==> src/rtl/gpio_in_debounce.sv <==
// Switch-input conditioner: 2-FF synchronizer, per-bit debounce, edge pulses and sticky rise flags.
// Latency: a level change that holds reaches gpio_o CNT_MAX+2 edges after it is first sampled.
// No backpressure: inputs are sampled every cycle and the outputs are plain registered levels/pulses.
module gpio_in_debounce #(
    parameter int WIDTH   = 8,
    parameter int CNT_MAX = 500000,
    parameter int CNT_W   = 19
) (
    input  logic             clk,
    input  logic             reset,
    input  logic [WIDTH-1:0] sw_i,
    input  logic [WIDTH-1:0] clr_i,
    output logic [WIDTH-1:0] gpio_o,
    output logic [WIDTH-1:0] rise_o,
    output logic [WIDTH-1:0] fall_o,
    output logic [WIDTH-1:0] rise_flag_o,
    output logic             changed_o
);

    // Terminal count: a disagreement seen on this count value is accepted.
    localparam logic [CNT_W-1:0] CNT_LAST = CNT_W'(CNT_MAX - 1);
    localparam logic [CNT_W-1:0] CNT_ONE  = CNT_W'(1);

    // Synchronizer stages; s2 is the only copy of the switches the debounce logic looks at.
    logic [WIDTH-1:0] s1;
    logic [WIDTH-1:0] s2;

    // Independent stability counter per bit.
    logic [CNT_W-1:0] cnt [WIDTH];

    // Bits whose new level is accepted at the coming edge, split by direction.
    logic [WIDTH-1:0] accept;
    logic [WIDTH-1:0] rise_event;
    logic [WIDTH-1:0] fall_event;

    // Two-stage synchronizer for the asynchronous switch levels.
    always_ff @(posedge clk) begin
        if (!reset) begin
            s1 <= '0;
            s2 <= '0;
        end else begin
            s1 <= sw_i;
            s2 <= s1;
        end
    end

    // A bit is accepted when it still disagrees and has already disagreed CNT_MAX-1 cycles.
    always_comb begin
        accept = '0;
        for (int i = 0; i < WIDTH; i++) begin
            accept[i] = (s2[i] != gpio_o[i]) && (cnt[i] == CNT_LAST);
        end
        // On accept the new level is s2, so its value alone gives the direction.
        rise_event = accept & s2;
        fall_event = accept & ~s2;
    end

    // Per-bit counters: any agreement restarts, a disagreement counts up to the terminal value.
    always_ff @(posedge clk) begin
        for (int i = 0; i < WIDTH; i++) begin
            if (!reset) begin
                cnt[i] <= '0;
            end else if (s2[i] == gpio_o[i]) begin
                cnt[i] <= '0;
            end else if (cnt[i] == CNT_LAST) begin
                cnt[i] <= '0;
            end else begin
                cnt[i] <= cnt[i] + CNT_ONE;
            end
        end
    end

    // Debounced level and edge pulses update on the same edge, so pulses line up with gpio_o.
    always_ff @(posedge clk) begin
        if (!reset) begin
            gpio_o    <= '0;
            rise_o    <= '0;
            fall_o    <= '0;
            changed_o <= 1'b0;
        end else begin
            gpio_o    <= (gpio_o & ~accept) | (s2 & accept);
            rise_o    <= rise_event;
            fall_o    <= fall_event;
            changed_o <= |accept;
        end
    end

    // Sticky rise record; a new rise wins over a clear requested in the same cycle.
    always_ff @(posedge clk) begin
        if (!reset) begin
            rise_flag_o <= '0;
        end else begin
            rise_flag_o <= (rise_flag_o & ~clr_i) | rise_event;
        end
    end

endmodule

==> config.mk <==
export PLATFORM = sky130hd
export DESIGN_NAME = gpio_in_debounce
export DESIGN_NICKNAME = d
export VERILOG_FILES = /design/src/rtl/gpio_in_debounce.sv
export SDC_FILE = /design/constraint.sdc
export NUM_CORES = 1
export LEC_CHECK = 0
export CELL_PAD_IN_SITES_DETAIL_PLACEMENT = 0
export CELL_PAD_IN_SITES_GLOBAL_PLACEMENT = 1
export CORE_MARGIN = 2
export CORE_UTILIZATION = 48
export DETAILED_ROUTE_END_ITERATION = 8
export HOLD_SLACK_MARGIN = 0.08
export PLACE_DENSITY_LB_ADDON = 0.08
export SYNTH_ARGS = -nofsm -noshare
export SYNTH_HDL_FRONTEND = slang
export SYNTH_SLANG_ARGS = --single-unit
==> constraint.sdc <==
create_clock -name clk -period 2.5 [get_ports clk]
set_input_delay 0.5 -clock clk [delete_from_list [all_inputs] [get_ports clk]]
set_output_delay 0.5 -clock clk [all_outputs]
set_load 0.02 [all_outputs]
==> metrics.md, run 1 <==
| Metric | Value |
|---|---|
| Number of global-route vias before repair | 6496 |
| First-pass iteration count of the detailed router | 6 |
| Postcts setup bufs | 0 |
| Post-CTS sizing | 0 |
| Worst reg2reg path endpoint | cnt[0][74] |
| Final setup TNS | 0 ps |
| Top_reg_cell synth | edfxtp_1 |
| Crit start category | register |
| WL/cell | about 13 µm |
| CP bufs+invs | 0 |
| Final Cycle Share | between 80 and 90% |
| PwrDens | a little over 600 nW/µm² |
| Clock buffer depth | 3 |
| CTS tree | yes |
| RD Place Congestion | roughly 0.77 |
| Fill count | around 1800 |
| CP Data Arrival Time | around 2400 ps |
| DR WL met3 | 609 µm |
| Final Max Tran Viols | 0 |
| Chip width | approximately 150 µm |
| Top layer in use | met4 |
| Final #Nets | approximately 1200 |
| Final instance area | between 10000 and 15000 µm² |
| Gr ovfl total | 0 |
| CTS Buf Count | 23 |
| Starting Density | about half |
| Crit path max-delay family | simple AND/OR/NAND/NOR gates |
| GRT Util Overall | between 10% and 20% |
| CP max stage delay | 460 ps |
| Area leader, netlist | edfxtp_1 |
| Area delta synth->final | 21.62% |
| Skew final | 12.71 ps |
| Initial DRC count | 327 |
| Routed Antenna Nets | 0 |
| DP Wirelength | ~13000 µm |
| Post-synthesis cell count | slightly above 900 |
| Mean post-synth cell area | about 11 µm² |
| Worst-margin pin slew | 588.3 ps |
| Worst Hold Class | primary input to register |
| Root Driver | clkbuf_16 |
| Worst-path clk slew | roughly 60 ps |
| Reg2reg start | cnt[0][63] |
| Fraction of final layout cells sized beyond drive strength 1 | roughly 6.0% |
| Hold Path End | fall_o[2] |
| Detailed-route via count | 6774 |
| Antenna diode count | 0 |
| Slowest CP cell | edfxtp_1 |
| First-pass GRT wire length | about 31000 µm |
| Clk sinks | ~200 |
| # hold bufs at CTS | 0 |
| Status | complete, no violations |
| Row count | 52 |
| Synth warnings | 0 |
| Hold Startpoint | reset |
| Post-Synthesis Cell Area | between 9000 and 10000 µm² |
| Final hold vios | 0 |
| Worst slew margin | between 60 and 70% |
| Met2 WL | around 8500 µm |
| Post-synth EDFFs | around 150 |
| Top-area cell type share of the netlist area | between 40% and 50% |
| FFs w/ async S/R, synth | 0% |
| Drt total wl | ~18000 µm |
| Worst-Skew Late Latency | about 500 ps |
| Static leakage | around 4.3 nW |
| IO Pins | 51 |
| WHS Path Cells | 3 |
| Routed met1 length | between 8000 and 9000 µm |
| Worst Path Max Fanout | 19 |
| Reg power frac | between 50 and 60% |
| Number of max-cap violations | 0 |
| Part of the Yosys area used for sequential elements | a little under three fifths |
| Yosys cell types | 47 |
| NetSw | 1.545 mW |
| Initial antenna violation count | 0 |
| Fmax | between 0.4 and 0.5 GHz |
| Unrepaired setup endpoints after global routing | no |
| Post-route DRC | 0 |
| Synth area leaders | edfxtp_1 46%, dfxtp_1 10%, nor2_1 7.7% |
| Comb power frac | 3.8% |
| Yosys reg bits | about 200 |
| Placed Area | between 10000 and 15000 µm² |
| Crit path capture type | register |
| Period minus WS final | around 2200 ps |
| Reg2reg path depth | 5 |
| Maximum resistive drop on vdd | about 0.62 mV |
| Clock power frac | 43.4% |
| Die area | about 22000 µm² |
| Port-buffer cells | 50 |
| # setup viols final | 0 |
| H-tree depth | 1 |
| Largest net degree at the start of global routing | 20 |
| Critical path class | register to register |
| Critical path required time | 2740 ps |
| Core Util, Final | 59.40% |
| Crit path cell chain | nor4b_2 > nand4_1 > nor4_4 > nand3b_2 > nor2_1 |
| Die Ht | approximately 150 µm |
| Core Area | 20170 µm² |
| R2r setup slk | roughly 340 ps |
| Internal power | between 5 and 6 mW |
| Post-DR vias/cell | between 4 and 5 |
| Switch share | a little over a fifth |
## power by group through the flow
stage	logic (mW)	registers, mW	clock network [mW]
after floorplan	0.210	3.87	0
final	0.277	3.84	3.15
after global placement	0.273	3.90	0
after global routing	0.322	3.86	3.38
after detailed placement	0.272	3.91	0
after CTS	0.275	3.84	3.28
## metal layers
layer / GRT usage [%] / vias up
met2: 28.71 / 100
li1: - / 3502
met4: 4.856 / 0
met3: 2.857 / 37
met1: 23.87 / 3135
met5: 0 / -
## cell type report
| cell class | count | area, µm² | area share, % |
|---|---|---|---|
| sequential | 201 | 5545 | 46.29 |
| multi-input combinational | 824 | 4693 | 39.18 |
| clock buffer | 33 | 684.4 | 5.713 |
| clock inverter | 8 | 36.28 | 0.3029 |
| inverter | 22 | 82.58 | 0.6893 |
| timing repair buffer | 64 | 600.6 | 5.013 |
| tap | 270 | 337.8 | 2.820 |
## placed cells by master, fill, tap and decap left out, types with 3 or more instances in the layout
cell,netlist,routed
or4b_1,3,3
buf_4,2,14
clkbuf_8,0,5
clkbuf_16,0,24
nand3_1,56,56
nor2_1,202,202
clkdlybuf4s50_1,0,49
clkinv_2,0,5
nor3_1,19,19
conb_1,1,152
edfxtp_1,152,152
clkinv_1,1,4
xor2_1,73,73
and3_1,17,17
a21oi_1,10,10
inv_1,21,21
nor3b_1,17,17
nand3b_1,8,8
dfxtp_1,49,49
and2_1,18,18
ha_1,8,8
nor4b_1,6,6
clkbuf_1,5,4
nor4_1,11,11
nand2_1,65,65
nand4_1,30,30
nand2b_1,8,8
and4_1,12,12
nor4_4,3,3
xnor2_1,71,71
mux2i_1,6,6
nand3b_2,6,6
## synthesized netlist by cell type, types with 8 or more instances
cell      instances
ha_1              8
and2_1           18
nand2b_1          8
nor3_1           19
and4_1           12
nand2_1          65
and3_1           17
xnor2_1          71
a21oi_1          10
nor3b_1          17
nand4_1          30
inv_1            21
edfxtp_1        152
nor2_1          202
nand3b_1          8
dfxtp_1          49
xor2_1           73
nor4_1           11
nand3_1          56
## per-stage QoR
stage | std cells | power (mW) | hold slack [ps] | setup WS [ps]
after floorplan | 1063 | 4.079 | 411.9 | 462.2
after global placement | 1381 | 4.176 | 416.1 | 388.9
after detailed placement | 1381 | 4.179 | 421.1 | 324.0
after CTS | 1422 | 7.388 | 422.4 | 320.1
after global routing | 1422 | 7.564 | 443.4 | 146.0
final | 1422 | 7.267 | 430.8 | 336.6
## worst register-to-register path, delay by kind of cell, from the launching register on
family | cells | cell delay (ps)
flops | 1 | 460
simple gates | 5 | 1430
## registers in the layout, indices dropped and copies added, names as in the netlist, named ones only
signal / cells
changed_o: 1
cnt: 152
rise_flag_o: 8
s1: 8
rise_o: 8
fall_o: 8
s2: 8
## how the worst max path moves through the flow
| stage | from | end | slack, ps | cells after the start |
|---|---|---|---|---|
| 4_1_cts | cnt[0][63] | cnt[0][60] | 320 | 5 |
| 3_3_place_gp | cnt[0][63] | cnt[0][73] | 390 | 5 |
| 6_report | cnt[0][63] | cnt[0][74] | 340 | 5 |
| 5_1_grt | cnt[1][19] | cnt[1][23] | 150 | 6 |
| 3_5_place_dp | cnt[0][63] | cnt[0][74] | 320 | 5 |
| 2_1_floorplan | cnt[1][19] | cnt[1][37] | 460 | 7 |
## cells by family after synthesis
| group | share of synthesized area [%] |
|---|---|
| xor gates and xnor gates | 12.80 |
| DFF | 56.29 |
| buffers and inverters | 1.816 |
| other | 0.03807 |
| muxes | 0.6097 |
| and+or+nand+nor | 26.22 |
| AOI/OAI and AO/OA | 1.207 |
| adders and majority gates | 1.016 |
No activity file was read; power rests on OpenSTA's default activity.
==> inputs of run 2 (changes only) <==
- TNS_END_PERCENT: not set -> 100
==> results of run 2 <==
The final DEF is identical to that of run 1; final timing and power are the same.
==> inputs of run 3 (changes only) <==
- PLACE_DENSITY: not set -> 0.82
- PLACE_DENSITY_LB_ADDON: 0.08 -> not set
==> run 3 against run 2 <==
First-iteration DRC count decreased by 8.6%; count of clock-buffer cells in the layout down 5; global-route usage is 0.25 points lower; cell area is 0.24% higher; critical path depth decreased by 4; fmax up 1.8%; clock skew increased by 11 ps; critical path type is now register to output pin; critical endpoint is now gpio_o[4].
==> metrics.md, run 3 (same netlist as run 1, synthesis figures left out) <==
| Metric | Value |
|---|---|
| Status | complete, no violations |
| Slowest CP cell | clkdlybuf4s50_1 |
| Critical path required time | 2000 ps (-740 ps) |
| Maximum resistive drop on vdd | 0.4406 mV (-29%) |
| First-pass iteration count of the detailed router | 5 (-1) |
| Post-CTS sizing | 0 (unchanged) |
| Clk sinks | 201 (unchanged) |
| IO Pins | 51 (unchanged) |
| # hold bufs at CTS | 0 (unchanged) |
| Gr ovfl total | 0 (unchanged) |
| Crit start category | register |
| DP Wirelength | 12620 µm (-3.5%) |
| Unrepaired setup endpoints after global routing | no |
| Port-buffer cells | 50 (unchanged) |
| Drt total wl | 17730 µm (-2.6%) |
| Largest reg by FF count | cnt |
| Worst-margin pin slew | 696.7 ps (+108.5 ps) |
| CP bufs+invs | 1 (+1) |
| Crit path capture type | output pin |
| CTS tree | yes |
| Static leakage | 4.264 nW (+0.27%) |
| Area delta synth->final | 21.91% |
| Post-DR vias/cell | 4.734 (-0.63%) |
| Root Driver | clkbuf_16 |
| Initial antenna violation count | 0 (unchanged) |
| H-tree depth | 1 (unchanged) |
| Final setup TNS | 0 ps (unchanged) |
| Die Ht | 147.3 µm (unchanged) |
| Reg power frac | 51.3% (-1.5 points) |
| Worst Hold Class | register to register |
| Comb power frac | 3.6% (-0.2 points) |
| First-pass GRT wire length | 30930 µm (unchanged) |
| Internal power | 5.840 mW (+2.1%) |
| DR WL met3 | 646 µm (+6.1%) |
| # setup viols final | 0 (unchanged) |
| Switch share | 21.91% (+0.65 points) |
| Post-route DRC | 0 (unchanged) |
| Initial DRC count | 299 (-8.6%) |
| Final Cycle Share | 84.98% (-1.6 points) |
| Met2 WL | 8301 µm (-2.6%) |
| Final #Nets | 1159 (-0.26%) |
| Final hold vios | 0 (unchanged) |
| Fraction of final layout cells sized beyond drive strength 1 | 6.348% (+0.36 points) |
| Worst-path clk slew | 60 ps (about the same) |
| Starting Density | 48.84% (unchanged) |
| Clock power frac | 45.1% (+1.7 points) |
| Core Util, Final | 59.54% (+0.14 points) |
| Routed Antenna Nets | 0 (unchanged) |
| Most frequent cells in the layout | 202 x nor2_1, 152 x edfxtp_1, 152 x conb_1 |
| CP max stage delay | 660 ps (+200 ps) |
| WL/cell | 12.49 µm (-2.4%) |
| Core Area | 20170 µm² (unchanged) |
| PwrDens | 622.8 nW/µm² (+2.7%) |
| CTS Buf Count | 23 (unchanged) |
| RD Place Congestion | 0.8164 (+6.0%) |
| Skew final | 23.79 ps (+11.07 ps) |
| Fmax | 0.4707 GHz (+1.8%) |
| Top layer in use | met4 |
| Crit path cell chain | clkdlybuf4s50_1 |
| Clock buffer depth | 3 (unchanged) |
| Row count | 52 (unchanged) |
| Final Max Tran Viols | 0 (unchanged) |
| Worst Path Max Fanout | 6 (-13) |
| Worst-Skew Late Latency | 520 ps (+20 ps) |
| Postcts setup bufs | 0 (unchanged) |
| Detailed-route via count | 6722 (-0.77%) |
| Largest register FFs | 152 (unchanged) |
| Number of global-route vias before repair | 6625 (+2.0%) |
| Critical path class | register to output pin |
| Antenna diode count | 0 (unchanged) |
| NetSw | 1.639 mW (+6.1%) |
| Number of max-cap violations | 0 (unchanged) |
| CP Data Arrival Time | 1620 ps (-780 ps) |
| Commonest non-fill, non-tap cell in the layout | nor2_1 |
| GRT Util Overall | 17.12% (-0.25 points) |
| Die area | 21680 µm² (unchanged) |
| Worst slew margin | 53.12% (-7.3 points) |
| Period minus WS final | 2125 ps (-38.87 ps) |
| Overall Power | 7.479 mW (+2.9%) |
| Chip width | 147.3 µm (unchanged) |
| Largest net degree at the start of global routing | 20 (unchanged) |
| Crit path max-delay family | buffers and inverters |
| Routed met1 length | 8460 µm (-1.2%) |
## run 3: path summary, 6_finish.rpt
kind,startpoint,depth (start not counted),slack (ps),to
setup / recovery,register,1,380,gpio_o[4]
hold / removal,s1[4],1,430,s2[4]
hold reg to reg,s1[4],1,430,s2[4]
setup reg to reg,cnt[1][19],6,390,cnt[1][31]
## run 3: power by group through the flow
stage          sequential (mW)  combinational (mW)  clock [mW]
6_report                  3.84               0.272        3.37
5_1_grt                   3.86               0.314        3.58
4_1_cts                   3.83               0.269        3.47
3_5_place_dp              3.90               0.266           0
3_3_place_gp              3.90               0.267           0
2_1_floorplan             3.87               0.210           0
## run 3: cell type report
| cell class | count | area, µm² |
|---|---|---|
| Clock buffer | 28 | 668.1 |
| Multi-Input combinational cell | 824 | 4693 |
| Clock inverter | 14 | 103.9 |
| Fill cell | 1794 | 8160 |
| Sequential cell | 201 | 5545 |
| Tap cell | 270 | 337.8 |
| Inverter | 22 | 82.58 |
| Timing Repair Buffer | 61 | 578.1 |
## run 3: per-stage QoR
stage | instance area (µm²) | hold WS [ps] | setup slack [ps] | instances
floorplan | 10420 | 411.9 | 462.2 | 1063
global placement | 11240 | 415.9 | 421.2 | 1378
detailed placement | 11240 | 417.7 | 375.0 | 1378
CTS | 12010 | 434.1 | 365.6 | 1420
global route | 12010 | 443.1 | 191.0 | 1420
finish | 12010 | 432.6 | 375.5 | 1420
## run 3: layer usage
metal	up-vias	global-route usage, %
met3	28	2.826
li1	3496	-
met5	-	0
met4	0	3.798
met2	89	28.83
met1	3109	23.44
